**src/rtl/range_counter.sv**
```systemverilog
// -----------------------------------------------------------------------------
// range_counter
//
// Parametrised modulo range counter. Counts between MIN and MAX (inclusive)
// in steps of STEP, up or down, with enable, clamped synchronous load, a
// one-cycle wrap pulse and a free-running wrap tally.
//
// Optional feature: define RANGE_COUNTER_BOUNCE_EN to compile in ping-pong
// (bounce) mode and its internal direction register. Without the macro the
// bounce input is ignored and the block always runs in wrap mode using dir.
//
// Parameters:
//   WIDTH  counter width in bits
//   MIN    lower bound (inclusive)
//   MAX    upper bound (inclusive)
//   STEP   increment/decrement magnitude
//   WRAPW  width of the wrap tally
//
// Ports:
//   clock       in   sole clock, rising edge
//   reset       in   synchronous, active-high reset
//   enable      in   advance the counter this cycle
//   dir         in   0 = up, 1 = down (wrap mode only)
//   bounce      in   1 = ping-pong mode (only with RANGE_COUNTER_BOUNCE_EN)
//   load        in   synchronous load request
//   load_value  in   value to load, clamped to [MIN, MAX]
//   counter     out  current count (registered)
//   wrap        out  one-cycle pulse on wrap or reversal (registered)
//   wrap_count  out  wraps since reset, modulo 2^WRAPW (registered)
// -----------------------------------------------------------------------------
module range_counter #(
    parameter int unsigned WIDTH = 7,
    parameter int unsigned MIN   = 7,
    parameter int unsigned MAX   = 77,
    parameter int unsigned STEP  = 1,
    parameter int unsigned WRAPW = 8
) (
    input  logic             clock,
    input  logic             reset,
    input  logic             enable,
    input  logic             dir,
    input  logic             bounce,
    input  logic             load,
    input  logic [WIDTH-1:0] load_value,
    output logic [WIDTH-1:0] counter,
    output logic             wrap,
    output logic [WRAPW-1:0] wrap_count
);

    // One extra bit so MAX + STEP never overflows near 2^WIDTH-1.
    localparam logic [WIDTH:0]   MIN_X  = (WIDTH+1)'(MIN);
    localparam logic [WIDTH:0]   MAX_X  = (WIDTH+1)'(MAX);
    localparam logic [WIDTH:0]   STEP_X = (WIDTH+1)'(STEP);
    localparam logic [WIDTH-1:0] MIN_W  = WIDTH'(MIN);
    localparam logic [WIDTH-1:0] MAX_W  = WIDTH'(MAX);

    if ((MIN >= MAX) ||
        (64'(MAX) > ((64'd1 << WIDTH) - 64'd1)) ||
        (STEP < 32'd1) ||
        (STEP > (MAX - MIN))) begin : g_bad_params
        $fatal(1, "range_counter: illegal WIDTH/MIN/MAX/STEP combination");
    end

    // Wrap-mode step: returns {wrap, next}. Wraps land exactly on the bound.
    function automatic logic [WIDTH:0] wrap_step(input logic [WIDTH:0] cnt_x,
                                                 input logic           down);
        logic [WIDTH:0] sum_x;
        logic [WIDTH:0] res;
        sum_x = cnt_x + STEP_X;
        if (!down) begin
            if (sum_x > MAX_X) begin
                res = {1'b1, MIN_W};
            end else begin
                res = {1'b0, sum_x[WIDTH-1:0]};
            end
        end else begin
            if (cnt_x < (MIN_X + STEP_X)) begin
                res = {1'b1, MAX_W};
            end else begin
                sum_x = cnt_x - STEP_X;
                res   = {1'b0, sum_x[WIDTH-1:0]};
            end
        end
        return res;
    endfunction

    logic [WIDTH-1:0] counter_q, counter_d;
    logic             wrap_q, wrap_d;
    logic [WRAPW-1:0] wrap_count_q, wrap_count_d;
    logic [WIDTH:0]   wrap_res_s;

    assign wrap_res_s = wrap_step({1'b0, counter_q}, dir);

`ifdef RANGE_COUNTER_BOUNCE_EN
    // Landing points after a reversal, clamped to the opposite bound.
    localparam logic [WIDTH:0] BNC_DN_X = ((MAX_X - STEP_X) < MIN_X) ? MIN_X : (MAX_X - STEP_X);
    localparam logic [WIDTH:0] BNC_UP_X = ((MIN_X + STEP_X) > MAX_X) ? MAX_X : (MIN_X + STEP_X);

    // Bounce-mode step: returns {new_down, wrap, next}. Steps saturate at the
    // bounds and reverse only once the bound itself has been shown.
    function automatic logic [WIDTH+1:0] bounce_step(input logic [WIDTH:0] cnt_x,
                                                     input logic           down);
        logic [WIDTH+1:0] res;
        if (!down) begin
            if (cnt_x == MAX_X) begin
                res = {1'b1, 1'b1, BNC_DN_X[WIDTH-1:0]};
            end else if ((cnt_x + STEP_X) > MAX_X) begin
                res = {1'b0, 1'b0, MAX_W};
            end else begin
                res = {1'b0, 1'b0, WIDTH'(cnt_x + STEP_X)};
            end
        end else begin
            if (cnt_x == MIN_X) begin
                res = {1'b0, 1'b1, BNC_UP_X[WIDTH-1:0]};
            end else if (cnt_x < (MIN_X + STEP_X)) begin
                res = {1'b1, 1'b0, MIN_W};
            end else begin
                res = {1'b1, 1'b0, WIDTH'(cnt_x - STEP_X)};
            end
        end
        return res;
    endfunction

    logic             bnc_down_q, bnc_down_d;
    logic [WIDTH+1:0] bnc_res_s;

    assign bnc_res_s = bounce_step({1'b0, counter_q}, bnc_down_q);
`else
    logic unused_bounce_s;
    assign unused_bounce_s = bounce;
`endif

    // Next-state selection: load > enable > hold (reset handled in the flop block).
    always_comb begin
        counter_d    = counter_q;
        wrap_d       = 1'b0;
        wrap_count_d = wrap_count_q;
`ifdef RANGE_COUNTER_BOUNCE_EN
        bnc_down_d   = bnc_down_q;
`endif
        if (load) begin
            if (load_value < MIN_W) begin
                counter_d = MIN_W;
            end else if (load_value > MAX_W) begin
                counter_d = MAX_W;
            end else begin
                counter_d = load_value;
            end
`ifdef RANGE_COUNTER_BOUNCE_EN
            bnc_down_d = 1'b0;
`endif
        end else if (enable) begin
`ifdef RANGE_COUNTER_BOUNCE_EN
            if (bounce) begin
                bnc_down_d = bnc_res_s[WIDTH+1];
                wrap_d     = bnc_res_s[WIDTH];
                counter_d  = bnc_res_s[WIDTH-1:0];
            end else begin
                // Outside bounce mode the direction is parked at up so that
                // entering bounce mode always starts upward.
                bnc_down_d = 1'b0;
                wrap_d     = wrap_res_s[WIDTH];
                counter_d  = wrap_res_s[WIDTH-1:0];
            end
`else
            wrap_d    = wrap_res_s[WIDTH];
            counter_d = wrap_res_s[WIDTH-1:0];
`endif
        end else begin
`ifdef RANGE_COUNTER_BOUNCE_EN
            if (!bounce) begin
                bnc_down_d = 1'b0;
            end else begin
                bnc_down_d = bnc_down_q;
            end
`endif
            counter_d = counter_q;
        end

        if (wrap_d) begin
            wrap_count_d = wrap_count_q + WRAPW'(1);
        end else begin
            wrap_count_d = wrap_count_q;
        end
    end

    // State registers with synchronous reset.
    always_ff @(posedge clock) begin
        if (reset) begin
            counter_q    <= MIN_W;
            wrap_q       <= 1'b0;
            wrap_count_q <= '0;
`ifdef RANGE_COUNTER_BOUNCE_EN
            bnc_down_q   <= 1'b0;
`endif
        end else begin
            counter_q    <= counter_d;
            wrap_q       <= wrap_d;
            wrap_count_q <= wrap_count_d;
`ifdef RANGE_COUNTER_BOUNCE_EN
            bnc_down_q   <= bnc_down_d;
`endif
        end
    end

    assign counter    = counter_q;
    assign wrap       = wrap_q;
    assign wrap_count = wrap_count_q;

endmodule

```
**config.mk**
```make
export PLATFORM = sky130hd
export DESIGN_NAME = range_counter
export DESIGN_NICKNAME = d
export VERILOG_FILES = /design/src/rtl/range_counter.sv
export SDC_FILE = /design/constraint.sdc
export NUM_CORES = 1
export LEC_CHECK = 0
export ABC_AREA = 1
export CORE_AREA = 3 3 77 79
export CTS_BUF_LIST = sky130_fd_sc_hd__clkbuf_8
export CTS_CLUSTER_SIZE = 40
export DETAILED_ROUTE_END_ITERATION = 10
export DIE_AREA = 0 0 80 82
export DONT_BUFFER_PORTS = 1
export SLEW_MARGIN = 10
export SYNTH_ARGS = -nofsm -noshare
export SYNTH_HDL_FRONTEND = slang
export SYNTH_SLANG_ARGS = --single-unit
```
**constraint.sdc**
```tcl
create_clock -name clock -period 1.6 [get_ports clock]
set_clock_uncertainty 0.05 [all_clocks]
set_input_delay 0.32 -clock clock [delete_from_list [all_inputs] [get_ports clock]]
set_output_delay 0.32 -clock clock [all_outputs]
set_load 0.03 [all_outputs]
```
; ---- Yosys cells after proc, flatten, opt, wreduce, memory -nomap -nowiden
; Index checks and enable logic that the tools add are counted.
[totals]
ff_bits = 16
latchBits = 0
ram_bits = 0
mem_bits_ro = 0
in_bits = 13
output_inout_bits = 16
elab_cells = 20
n_memories = 0
[classes]
addsub = 3
mul = 0
n_div = 0
order_cmp = 4
eq_ne = 0
n_shift = 0
n_mux = 9
bitwise = 0
reduce_logical = 1
[ops]
columns = cell, count
row1 = two-way mux 7 bit, 4
row2 = two-way mux 8 bit, 3
row3 = adder 7 x 1 -> 8 bit (second input constant), 1
row4 = adder 8 x 1 -> 8 bit (second input constant), 1
row5 = greater-than comparator 8 x 7 -> 1 bit (second input constant), 1
row6 = greater-than comparator 7 bit (second input constant), 1
row7 = < comparator 7 x 3 -> 1 bit (second input constant), 1
row8 = < comparator 7 x 4 -> 1 bit (second input constant), 1
row9 = subtractor 7 x 1 -> 7 bit (second input constant), 1
row10 = two-way mux 1 bit, 2
row11 = nonzero test 2 bit, 1

; ---- Longest topological paths before layout
; Gate-level depths: netlist of run 1.
[logic_depth]
ltp_word = 6
ltp_mapped = 14
mapped_depth_nobuf = 13

; ---- Worst setup path after synthesis of run 1
; OpenSTA, ideal clock, no wires.
[synth_timing]
path_kind = register -> register
start = register counter_q[0], in the netlist counter[0]
end = register wrap_count_q[3], in the netlist wrap_count[3]
setup_time_ps = 132
arrival_time_ps = 1860
required_time_ps = 1418
setup_slack_ps = -442
stages_incl_launch_ff = 12
n_path_buf = 0
synth_period_minus_slack_ps = 2042
cell_sequence = dfxtp_1 inv_1 ha_1 or2_2 nor2_1 nand2_1 nand3_2 nand2_4 nand2_2 nand3_2 nand2_1 a21oi_1
[synth_between]
elab_chain_cells = 6
elab_cells_between_ends = 8
[synth_lines]
columns = item, line
row1 = "start, declared", 87  ; logic [WIDTH-1:0] counter_q, counter_d;
row2 = "start signal, assigned", 197  ; counter_q <= counter_d;
row3 = adder 7 x 1 -> 8 bit, 69  ; sum_x = cnt_x + STEP_X;
row4 = greater-than comparator 8 x 7 -> 1 bit, 71  ; if (sum_x > MAX_X) begin
row5 = two-way mux 8 bit, 71
row6 = two-way mux 8 bit (*), 70  ; if (!down) begin
row7 = two-way mux 1 bit (*), 152  ; end else if (enable) begin
row8 = two-way mux 1 bit (*), 141  ; if (load) begin
row9 = "end signal, assigned", 199  ; wrap_count_q <= wrap_count_d;
row10 = "end, declared", 89  ; logic [WRAPW-1:0] wrap_count_q, wrap_count_d;
; Every way passes the cells marked *; elsewhere a longest branch is shown, timed or not.
; A chain may end at the register's enable or synchronous reset.

; ---- Final worst setup path of run 1
[layout_timing]
start = register counter_q[0], in the netlist counter[0]
end = register counter_q[0], in the netlist counter[0]
[layout_between]
elab_chain_cells = 6
elab_cells_between_ends = 9
[layout_lines]
columns = item, line
row1 = adder 7 x 1 -> 8 bit, 69
row2 = greater-than comparator 8 x 7 -> 1 bit, 71
row3 = two-way mux 8 bit, 71
row4 = two-way mux 8 bit (*), 70
row5 = two-way mux 7 bit (*), 152
row6 = two-way mux 7 bit (*), 141
; Every way passes the cells marked *; elsewhere a longest branch is shown, timed or not. The select of a mux whose other input is x is not followed.

==> impl_results.md, run 1 <==
- Dominant synthesized flop cell: dfxtp_1
- R2R Path Start: counter[0]
- Setup violators final: 13
- PortBufs: 0
- Violated checks: negative setup slack
- Die ar.: 6560 sq um
- Max Transition Viols Final: 0
- Largest family of logic cells by synthesized area: simple AND/OR/NAND/NOR gates
- Multiplexer area fraction after synthesis: 0%
- Clk_lat worst skew: 250 ps
- Number of remaining DRC errors: 0
- Initial drt markers: 43
- CP startpoint kind: flip-flop
- Via count of the first global-routing pass: 1369
- FF-to-FF End: counter[0]
- Placer Congestion: 0.848
- Post-DRT Antenna Nets: 0
- Critical Path AT: 1750 ps
- Maximum level of the CTS H-tree: 1
- Final worst slack: -57.7 ps
- P per Cell Area: 695 nW/um^2
- Placed cells: 306
- Initial Util: 23.1%
- Syn_area_per_cell: 6.30 sq um
- CTS tree: yes
- Adder-Cell Fraction of Synth Area: 5.02%
- #FFs+latches synth: 16
- Core Box Area: 5410 sq um
- Complex-gate fraction of the synthesized area: 15.8%
- DR pass1 iterations: 4
- Post-Syn Nets: 216
- Int Pwr: 0.000860 W
- Final std cells w/o fill: 314
- Cell Area, Synth: 1250 sq um
- PnR Total Power: 0.00131 W
- GRT Resource Usage Total: 11.6%
- FFs w/ async S/R, synth: 0%
- TritonCTS Buffers: 3
- Min Tclk post-route: 1660 ps
- Most frequent cells in the layout: nand2_1, buf_4, inv_1
- Vias: 1446
- Yosys cell types: 26
- Horiz. Die Dim: 80 um
- Drt wl/cell: 11.7 um
- I/O Pins: 29
- First-pass GRT wire length: 6.20 mm
- RSZ-0062 raised after global routing: true
- HPWL Detailed: 2.78 mm
- Max Cap Violations: 0
- Crit path kind: flip-flop to flip-flop
- Gate power share: 37.5%
- CP max FO: 7
- WP data required: 1690 ps
- Hold WC Path Type: input port to flip-flop
- Final Cycle Share: 104%
- Root Driver: clkbuf_8
- Hold Path End: wrap_count[2]
- Cell row count: 27
- Hold_sp: reset
- Yosys Warn Count: 0
- Max frequency: 0.603 GHz
- Switching power total: 0.000447 W
- Switch share: 34.2%
- Clock Path Buffers: 2
- Final net count: 261
- Clock share of power: 27.8%
- CP endpoint kind: flip-flop
- Die Y: 82 um
- Commonest non-fill, non-tap cell in the layout: nand2_1
- Pin count of the biggest net entering global routing: 15
- Hold-fix buffers at CTS: 0
- Routed wire length: 3.69 mm
- Leak Pwr: 0.852 nW
- Worst Hold Depth: 1
- R2R depth: 14
- Post-Synth XOR/XNOR Area: 4.21%
- GR Overflow Total: 0
- Flop-to-flop setup slack: -60 ps
- Clock Sinks: 16
- Seq/Total Area, Yosys: 25.7%
- Slew @ Worst Pin: 369 ps
- Worst VDD drop: 404 uV
- Ratio of cells with drive above 1 in the final layout: 39.3%
- Simple-Gate Fraction of Synth Area: 39.3%
- Syn Inst Count: 198
- Antenna cell count: 0
- Via/cell ratio: 4.61
- Synthesis-to-layout area growth: 50.8%
- Status: complete, but fails checks
- Slew headroom: 75.4%
- Clock-pin slew on the worst setup and hold paths: 70 ps
- Initial antenna violation count: 0
- Endpoints failing hold: 0
- Reg power frac: 34.7%
- Post-synth EDFFs: 0
[worst max-delay path: stages, from the launching register on]
cell	delay, ps
dfxtp_4	390
ha_4	190
inv_1	50
nand2_1	50
nand2_1	90
nor2_2	50
nand2_1	70
nand3_2	80
nand2_4	110
nand2_8	80
buf_4	150
nand2_2	40
nand3_1	60
nand2_1	60
nand2_1	40
[through the flow]
stage | worst slack, ps | setup TNS [ps] | utilization (%) | instance area [sq um] | hold WS (ps)
after global placement | -101 | -1090 | 31.1 | 1680 | 344
after detailed placement | -121 | -1270 | 31.1 | 1680 | 346
final | -57.7 | -604 | 34.8 | 1880 | 83.9
after CTS | -87.1 | -795 | 33.7 | 1820 | 74.8
after global routing | -187 | -2180 | 34.8 | 1880 | 76.0
after floorplan | -25.3 | -219 | - | 1320 | 365
[power groups by stage]
stage	sequential, W	clock, W	combinational [W]
CTS	0.000451	0.000377	0.000460
finish	0.000453	0.000363	0.000491
global placement	0.000459	0	0.000418
global route	0.000458	0.000384	0.000542
detailed placement	0.000460	0	0.000423
floorplan	0.000493	0	0.000230
[metal layers]
layer | GRT usage (%) | vias to the layer above | share of wire [%]
met5 | 0 | - | 0
met3 | 1.75 | 2 | 4.5
met1 | 15.4 | 662 | 47
met2 | 19.5 | 28 | 48
li1 | - | 754 | -
met4 | 3.04 | 0 | 0.57
[logic make-up (layout without fill, tap and decap cells)]
group / after synthesis / count (layout)
simple gates: 105 / 105
compound gates: 36 / 36
buf+inv: 30 / 74
flops: 16 / 16
xor+xnor: 6 / 6
fa+ha+maj: 5 / 5
[state kept, by name, summed over array words and instances (netlist names)]
name / cells
wrap_count: 8
counter: 7
wrap: 1
[synth_stat cells (2+ instances only)]
library cell / number / area share (%)
nand2_1: 50 / 15
dfxtp_1: 16 / 26
nand2_2: 3 / 1.5
or2_2: 2 / 1.0
o211ai_1: 2 / 1.2
nor2_1: 12 / 3.6
ha_1: 5 / 5.0
a21oi_1: 21 / 8.4
xor2_1: 3 / 2.1
nor2_2: 2 / 1.0
o21ai_0: 10 / 4.0
xnor2_1: 3 / 2.1
inv_1: 22 / 6.6
clkbuf_1: 2 / 0.60
nand4_1: 10 / 5.0
nand3_1: 21 / 8.4
buf_2: 3 / 1.2
nand3_2: 3 / 2.4
[what timing repair did]
item | in CTS | in global routing
pin swaps | 4 | 7
buffers inserted | 4 | 0
hold endpoints to repair | 0 | 0
endpoints found under the setup margin | 15 | 16
gates resized for setup | 11 | 20
[how the worst max path moves through the flow]
stage	start	end	slack [ps]	cells after the start
2_1_floorplan	counter[0]	wrap_count[2]	-30	11
3_3_place_gp	counter[0]	wrap_count[7]	-100	10
3_5_place_dp	counter[0]	counter[0]	-120	14
4_1_cts	counter[0]	counter[0]	-90	14
5_1_grt	counter[0]	wrap_count[0]	-190	11
6_report	counter[0]	counter[0]	-60	14
[cell type report]
class	instances	area, sq um
Clock buffer	4	55.1
Fill cell	591	3520
Inverter	24	97.6
Multi-Input combinational cell	152	940
Sequential cell	16	338
Tap cell	72	90.1
Timing Repair Buffer	46	360
Power figures use the tool's default switching activity.
==> inputs of run 2 (changes only) <==
--- a/config.mk
+++ b/config.mk
@@ -6,11 +6,11 @@
 export NUM_CORES = 1
 export LEC_CHECK = 0
 export ABC_AREA = 1
-export CORE_AREA = 3 3 77 79
+export CORE_AREA = 5 5 79 81
 export CTS_BUF_LIST = sky130_fd_sc_hd__clkbuf_8
 export CTS_CLUSTER_SIZE = 40
 export DETAILED_ROUTE_END_ITERATION = 10
-export DIE_AREA = 0 0 80 82
+export DIE_AREA = 0 0 84 86
 export DONT_BUFFER_PORTS = 1
 export SLEW_MARGIN = 10
 export SYNTH_ARGS = -nofsm -noshare
==> run 2 against run 1 <==
The run still ends with negative setup slack left. Critical endpoint unchanged. Worst setup slack got worse by 17 ps. Fmax decreased by 1.0%. Global-route usage decreased by 1.5 points. Register-to-register slack got worse by 20 ps. Clock power about the same. Via count decreased by 0.55%. First-iteration DRC count increased by 2.3%.
==> impl_results.md, run 2 (same netlist as run 1, synthesis figures left out) <==
- GRT Resource Usage Total: 10.1% (was 11.6%)
- Most frequent CP cell: nand2_1 (unchanged)
- PortBufs: 0 (unchanged)
- Setup violators final: 13 (unchanged)
- Core Box Area: 5410 sq um (unchanged)
- P per Cell Area: 696 nW/um^2 (was 695 nW/um^2)
- Commonest non-fill, non-tap cell in the layout: nand2_1 (unchanged)
- Final Cycle Share: 105% (was 104%)
- Final std cells w/o fill: 311 (was 314)
- GR Overflow Total: 0 (unchanged)
- First-pass GRT wire length: 6.16 mm (was 6.20 mm)
- Leak Pwr: 0.841 nW (was 0.852 nW)
- Vias: 1438 (was 1446)
- Max Transition Viols Final: 0 (unchanged)
- Initial antenna violation count: 0 (unchanged)
- TritonCTS Buffers: 3 (unchanged)
- Synthesis-to-layout area growth: 51.5% (was 50.8%)
- Cell row count: 27 (unchanged)
- CTS tree: yes (unchanged)
- Max frequency: 0.597 GHz (was 0.603 GHz)
- Switching power total: 0.000450 W (was 0.000447 W)
- Die ar.: 7220 sq um (was 6560 sq um)
- Status: complete, but fails checks (unchanged)
- Placer Congestion: 0.823 (was 0.848)
- Critical Path AT: 1770 ps (was 1750 ps)
- Int Pwr: 0.000864 W (was 0.000860 W)
- Slew headroom: 75.3% (was 75.4%)
- Via count of the first global-routing pass: 1367 (was 1369)
- Routed wire length: 3.76 mm (was 3.69 mm)
- I/O Pins: 29 (unchanged)
- Clk_lat worst skew: 250 ps (about the same)
- HPWL Detailed: 2.90 mm (was 2.78 mm)
- Clock share of power: 27.7% (was 27.8%)
- Post-DRT Antenna Nets: 0 (unchanged)
- R2R depth: 12 (was 14)
- Worst Hold Depth: 1 (unchanged)
- Slowest-stage cell, CP: dfxtp_4 (unchanged)
- Final net count: 258 (was 261)
- Levels on crit path: 12 (was 14)
- Most frequent cells in the layout: nand2_1, buf_4, inv_1 (unchanged)
- CP endpoint kind: flip-flop (unchanged)
- Drt wl/cell: 12.1 um (was 11.7 um)
- Via/cell ratio: 4.62 (was 4.61)
- Clock Sinks: 16 (unchanged)
- Footprint of the multi-input gates: 955 sq um (was 940 sq um)
- Slew @ Worst Pin: 369 ps (about the same)
- Register area: 335 sq um (was 338 sq um)
- Switch share: 34.3% (was 34.2%)
- Worst VDD drop: 413 uV (was 404 uV)
- Max reg flops: 8 (unchanged)
- Gate power share: 38.1% (was 37.5%)
- Top cell family by delay on the critical path: simple AND/OR/NAND/NOR gates (unchanged)
- Ratio of cells with drive above 1 in the final layout: 38.5% (was 39.3%)
- Antenna cell count: 0 (unchanged)
- Worst stage delay on the critical path: 400 ps (was 390 ps)
- Hold-fix buffers at CTS: 0 (unchanged)
- Final worst slack: -75.2 ps (was -57.7 ps)
- Clock Path Buffers: 2 (unchanged)
- Horiz. Die Dim: 84 um (was 80 um)
- Initial drt markers: 44 (was 43)
- PnR Total Power: 0.00131 W (about the same)
- Hold WC Path Type: input port to flip-flop (unchanged)
- WP data required: 1700 ps (was 1690 ps)
- CP max FO: 6 (was 7)
- Clock-pin slew on the worst setup and hold paths: 70 ps (about the same)
- Initial Util: 23.1% (unchanged)
- Placed cells: 303 (was 306)
- Worst path buffer plus inverter count: 1 (was 2)
- Filler cells: 618 (was 591)
- Number of remaining DRC errors: 0 (unchanged)
- Max Cap Violations: 0 (unchanged)
- DR pass1 iterations: 4 (unchanged)
- Crit path kind: flip-flop to flip-flop (unchanged)
- CP startpoint kind: flip-flop (unchanged)
- Maximum level of the CTS H-tree: 1 (unchanged)
- Root Driver: clkbuf_8 (unchanged)
- RSZ-0062 raised after global routing: true (unchanged)
- Die Y: 86 um (was 82 um)
- Crit-path cells: nand3_2 > nor2_2 > nand2_1 > nand2_1 > nand3_2 > nand2_4 > nand2_8 > buf_12 > nand2_2 > nand3_1 > nand2_1 > nand2_1 (was ha_4 > inv_1 > nand2_1 > nand2_1 > nor2_2 > nand2_1 > nand3_2 > nand2_4 > nand2_8 > buf_4 > nand2_2 > nand3_1 > nand2_1 > nand2_1)
- Endpoints failing hold: 0 (unchanged)
- Min Tclk post-route: 1680 ps (was 1660 ps)
- Reg power frac: 34.2% (was 34.7%)
- Violated checks: negative setup slack (unchanged)
- Pin count of the biggest net entering global routing: 15 (unchanged)
-- run 2: metal layers --
metal | global-route usage (%) | part of all wire [%] | up-vias
met1 | 13.6 | 48 | 655
met4 | 2.92 | 1.0 | 0
met5 | 0 | 0 | -
li1 | - | - | 747
met3 | 1.44 | 4.5 | 4
met2 | 16.8 | 47 | 32
-- run 2: through the flow --
step	setup slack, ps	TNS (ps)	hold slack (ps)	instance area, sq um	utilization (%)
detailed placement	-93.6	-1030	345	1700	31.4
CTS	-87.8	-975	73.9	1800	33.2
global placement	-73.8	-841	344	1700	31.4
finish	-75.2	-640	76.0	1890	35.0
floorplan	-25.3	-219	365	1320	-
global route	-181	-2110	67.1	1890	35.0
-- run 2: final timing paths --
kind                   end           from  slack (ps)
max             counter[0]     counter[1]         -80
min          wrap_count[1]          reset          80
max reg2reg     counter[0]     counter[1]         -80
min reg2reg  wrap_count[6]  wrap_count[6]         460
-- run 2: repair_timing --
item / 4_1_cts / 5_1_grt
resized for setup: 7 / 21
setup endpoints to repair: 15 / 16
gates cloned: 0 / 1
setup buffers: 1 / 2
pin swaps: 2 / 8
-- run 2: power groups by stage --
stage	sequential [W]	combinational, W	clock, W
2_1_floorplan	0.000493	0.000230	0
3_3_place_gp	0.000458	0.000428	0
3_5_place_dp	0.000458	0.000432	0
4_1_cts	0.000449	0.000452	0.000371
5_1_grt	0.000453	0.000552	0.000385
6_report	0.000449	0.000501	0.000365
-- run 2: cell type report --
type / instances / share of cell area (%)
clock buffer: 4 / 2.91
inverter: 24 / 5.17
multi-input combinational: 153 / 50.5
sequential: 16 / 17.7
tap: 72 / 4.77
timing repair buffer: 42 / 18.9
==> inputs of run 3 (changes only) <==
--- a/config.mk
+++ b/config.mk
@@ -6,12 +6,14 @@
 export NUM_CORES = 1
 export LEC_CHECK = 0
 export ABC_AREA = 1
-export CORE_AREA = 5 5 79 81
+export CAP_MARGIN = 40
+export CORE_AREA = 5 5 67 94
 export CTS_BUF_LIST = sky130_fd_sc_hd__clkbuf_8
 export CTS_CLUSTER_SIZE = 40
 export DETAILED_ROUTE_END_ITERATION = 10
-export DIE_AREA = 0 0 84 86
+export DIE_AREA = 0 0 72 99
 export DONT_BUFFER_PORTS = 1
+export REMOVE_ABC_BUFFERS = 1
 export SLEW_MARGIN = 10
 export SYNTH_ARGS = -nofsm -noshare
 export SYNTH_HDL_FRONTEND = slang
==> run 3 against run 2 <==
The flow still finishes with violations (negative setup slack). Combinational power shrank 4.6%. Worst setup slack better by 7.5 ps. Non-clock buffer count increased by 3. Hold slack improved by 6.7 ps. Global-route usage rose by 0.45 points. Critical path depth fell by 1. Routed wire length is 2.0% lower. Sequential share of layout area grew 0.16 points. Fmax increased by 0.45%. Core utilization down 0.32 points. Die area shrank 1.3%. First-iteration DRC count up 34%. Critical endpoint is now wrap_count[4]. Largest cell class unchanged. Largest power group unchanged.
==> impl_results.md, run 3 (same netlist as run 1, synthesis figures left out) <==
- Status: complete, but fails checks (unchanged)
- Violated checks: negative setup slack (unchanged)
- GRT Resource Usage Total: 10.5% (was 10.1%)
- FF-to-FF End: wrap_count[4] (was counter[0])
- Crit path kind: flip-flop to flip-flop (unchanged)
- Placer Congestion: 0.829 (was 0.823)
- Gate power share: 39.0% (was 38.1%)
- Slew @ Worst Pin: 370 ps (was 369 ps)
- Max Transition Viols Final: 0 (unchanged)
- Final net count: 260 (was 258)
- Clock Path Buffers: 2 (unchanged)
- Max frequency: 0.600 GHz (was 0.597 GHz)
- Clock Sinks: 16 (unchanged)
- Fin Setup TNS: -334 ps (was -640 ps)
- Design Area, Final: 1860 sq um (was 1890 sq um)
- Hold WC Path Type: input port to flip-flop (unchanged)
- Synthesis-to-layout area growth: 48.9% (was 51.5%)
- Filler cells: 589 (was 618)
- Switching power total: 0.000425 W (was 0.000450 W)
- Setup violators final: 12 (was 13)
- Max Cap Violations: 0 (unchanged)
- Switch share: 34.7% (was 34.3%)
- Placed inst area: 1610 sq um (was 1700 sq um)
- Clock-pin slew on the worst setup and hold paths: 60 ps (was 70 ps)
- Int Pwr: 0.000799 W (was 0.000864 W)
- Register area: 333 sq um (was 335 sq um)
- I/O Pins: 29 (unchanged)
- Die Y: 99 um (was 86 um)
- Max reg flops: 8 (unchanged)
- Root Driver: clkbuf_8 (unchanged)
- Post-DRT Antenna Nets: 0 (unchanged)
- Via/cell ratio: 4.77 (was 4.62)
- Footprint of the multi-input gates: 955 sq um (unchanged)
- Final Cycle Share: 104% (was 105%)
- Min Tclk post-route: 1670 ps (was 1680 ps)
- TritonCTS Buffers: 3 (unchanged)
- Leak Pwr: 0.842 nW (was 0.841 nW)
- Endpoints failing hold: 0 (unchanged)
- DR pass1 iterations: 6 (was 4)
- Vias: 1470 (was 1438)
- Ratio of cells with drive above 1 in the final layout: 39.2% (was 38.5%)
- Number of remaining DRC errors: 0 (unchanged)
- Critical Path AT: 1800 ps (was 1770 ps)
- Die ar.: 7130 sq um (was 7220 sq um)
- Maximum level of the CTS H-tree: 1 (unchanged)
- Cell row count: 32 (was 27)
- Via count of the first global-routing pass: 1490 (was 1367)
- First-pass GRT wire length: 6.18 mm (was 6.16 mm)
- CP max FO: 7 (was 6)
- Horiz. Die Dim: 72 um (was 84 um)
- CTS tree: yes (unchanged)
- GR Overflow Total: 0 (unchanged)
- Worst hold slack: 82.7 ps (was 76.0 ps)
- PortBufs: 0 (unchanged)
- Initial Util: 23.3% (was 23.1%)
- Routed wire length: 3.69 mm (was 3.76 mm)
- Slew headroom: 75.3% (about the same)
- Reg power frac: 36.7% (was 34.2%)
- HPWL Detailed: 2.84 mm (was 2.90 mm)
- Worst VDD drop: 348 uV (was 413 uV)
- Initial drt markers: 59 (was 44)
- R2R Path Start: counter[0] (was counter[1])
- RSZ-0062 raised after global routing: true (unchanged)
- Initial antenna violation count: 0 (unchanged)
- R2R depth: 11 (was 12)
- Final worst slack: -67.7 ps (was -75.2 ps)
- Clock share of power: 24.2% (was 27.7%)
- Commonest non-fill, non-tap cell in the layout: nand2_1 (unchanged)
- Antenna cell count: 0 (unchanged)
- CP startpoint kind: flip-flop (unchanged)
- Flop-to-flop setup slack: -70 ps (was -80 ps)
- Drt wl/cell: 12.0 um (was 12.1 um)
- Hold Path End: wrap_count[0] (was wrap_count[1])
- CP endpoint kind: flip-flop (unchanged)
- Most frequent cells in the layout: nand2_1, buf_4, inv_1 (unchanged)
- Pin count of the biggest net entering global routing: 15 (unchanged)
- P per Cell Area: 659 nW/um^2 (was 696 nW/um^2)
- Hold_sp: reset (unchanged)
- PnR Total Power: 0.00122 W (was 0.00131 W)
- WP data required: 1730 ps (was 1700 ps)
- Clk_lat worst skew: 240 ps (was 250 ps)
- Core Box Area: 5370 sq um (was 5410 sq um)
- Worst Hold Depth: 1 (unchanged)
==> run 3: changes by cell type in the layout (fill, tap and decap cells not counted), sizes merged <==
| cell | previous run | this run |
|---|---|---|
| buf | 42 | 45 |
| clkbuf | 4 | 3 |
| clkinv | 0 | 1 |
| inv | 24 | 23 |
| nand3 | 25 | 24 |
==> run 3: how the worst max path moves through the flow <==
stage / slack (ps) / to / start
finish: -70 / wrap_count[4] / counter[0]
CTS: -60 / counter[0] / counter[0]
floorplan: -550 / wrap_count[3] / counter[0]
detailed placement: -280 / wrap_count[0] / counter[0]
global placement: -250 / wrap_count[1] / counter[0]
global route: -170 / wrap_count[4] / counter[0]
==> run 3: metal layers <==
metal | routed length [um] | part of all wire (%) | GRT usage [%] | up-vias
met5 | 0 | 0 | 0 | -
met4 | 53 | 1.4 | 4.05 | 0
met3 | 180 | 4.9 | 2.14 | 4
met2 | 2070 | 56 | 20.4 | 31
met1 | 1390 | 38 | 10.7 | 688
li1 | - | - | - | 747
==> run 3: worst max-delay path, cell delays in order, from the launching register on <==
cell and delay (ps):
dfxtp_4 390, inv_2 60, ha_4 140, or2_4 220, nor2_2 80, nand2_1 70
nand3_2 70, nand2_4 60, nand2_4 80, buf_6 130, nand4_1 110, a21oi_2 130
==> run 3: cell type report <==
cell class                      count  area share (%)
Multi-Input combinational cell    152            51.4
Tap cell                           68            4.58
Clock buffer                        3            2.22
Timing Repair Buffer               45            19.0
Sequential cell                    16            17.9
Inverter                           24            4.92
==> run 3: metrics by stage <==
| step | utilization (%) | cells | setup slack, ps |
|---|---|---|---|
| after floorplan | - | 192 | -551 |
| after global routing | 34.6 | 308 | -172 |
| final | 34.6 | 308 | -67.7 |
| after global placement | 29.9 | 301 | -247 |
| after detailed placement | 29.9 | 301 | -277 |
| after CTS | 33.4 | 307 | -64.7 |
==> run 3: repair_timing <==
item / CTS / global route
pin swaps: 18 / 8
resized for setup: 35 / 19
hold buffers: 0 / 0
buffers inserted: 3 / 1
endpoints found under the hold margin: 0 / 0
setup endpoints to repair: 16 / 16
==> run 3: power by group through the flow <==
| stage | Combinational, W | Clock (W) | Sequential (W) |
|---|---|---|---|
| final | 0.000478 | 0.000297 | 0.000450 |
| after global routing | 0.000528 | 0.000325 | 0.000454 |
| after CTS | 0.000450 | 0.000312 | 0.000449 |
| after detailed placement | 0.000401 | 0 | 0.000451 |
| after global placement | 0.000397 | 0 | 0.000450 |
| after floorplan | 0.000191 | 0 | 0.000488 |
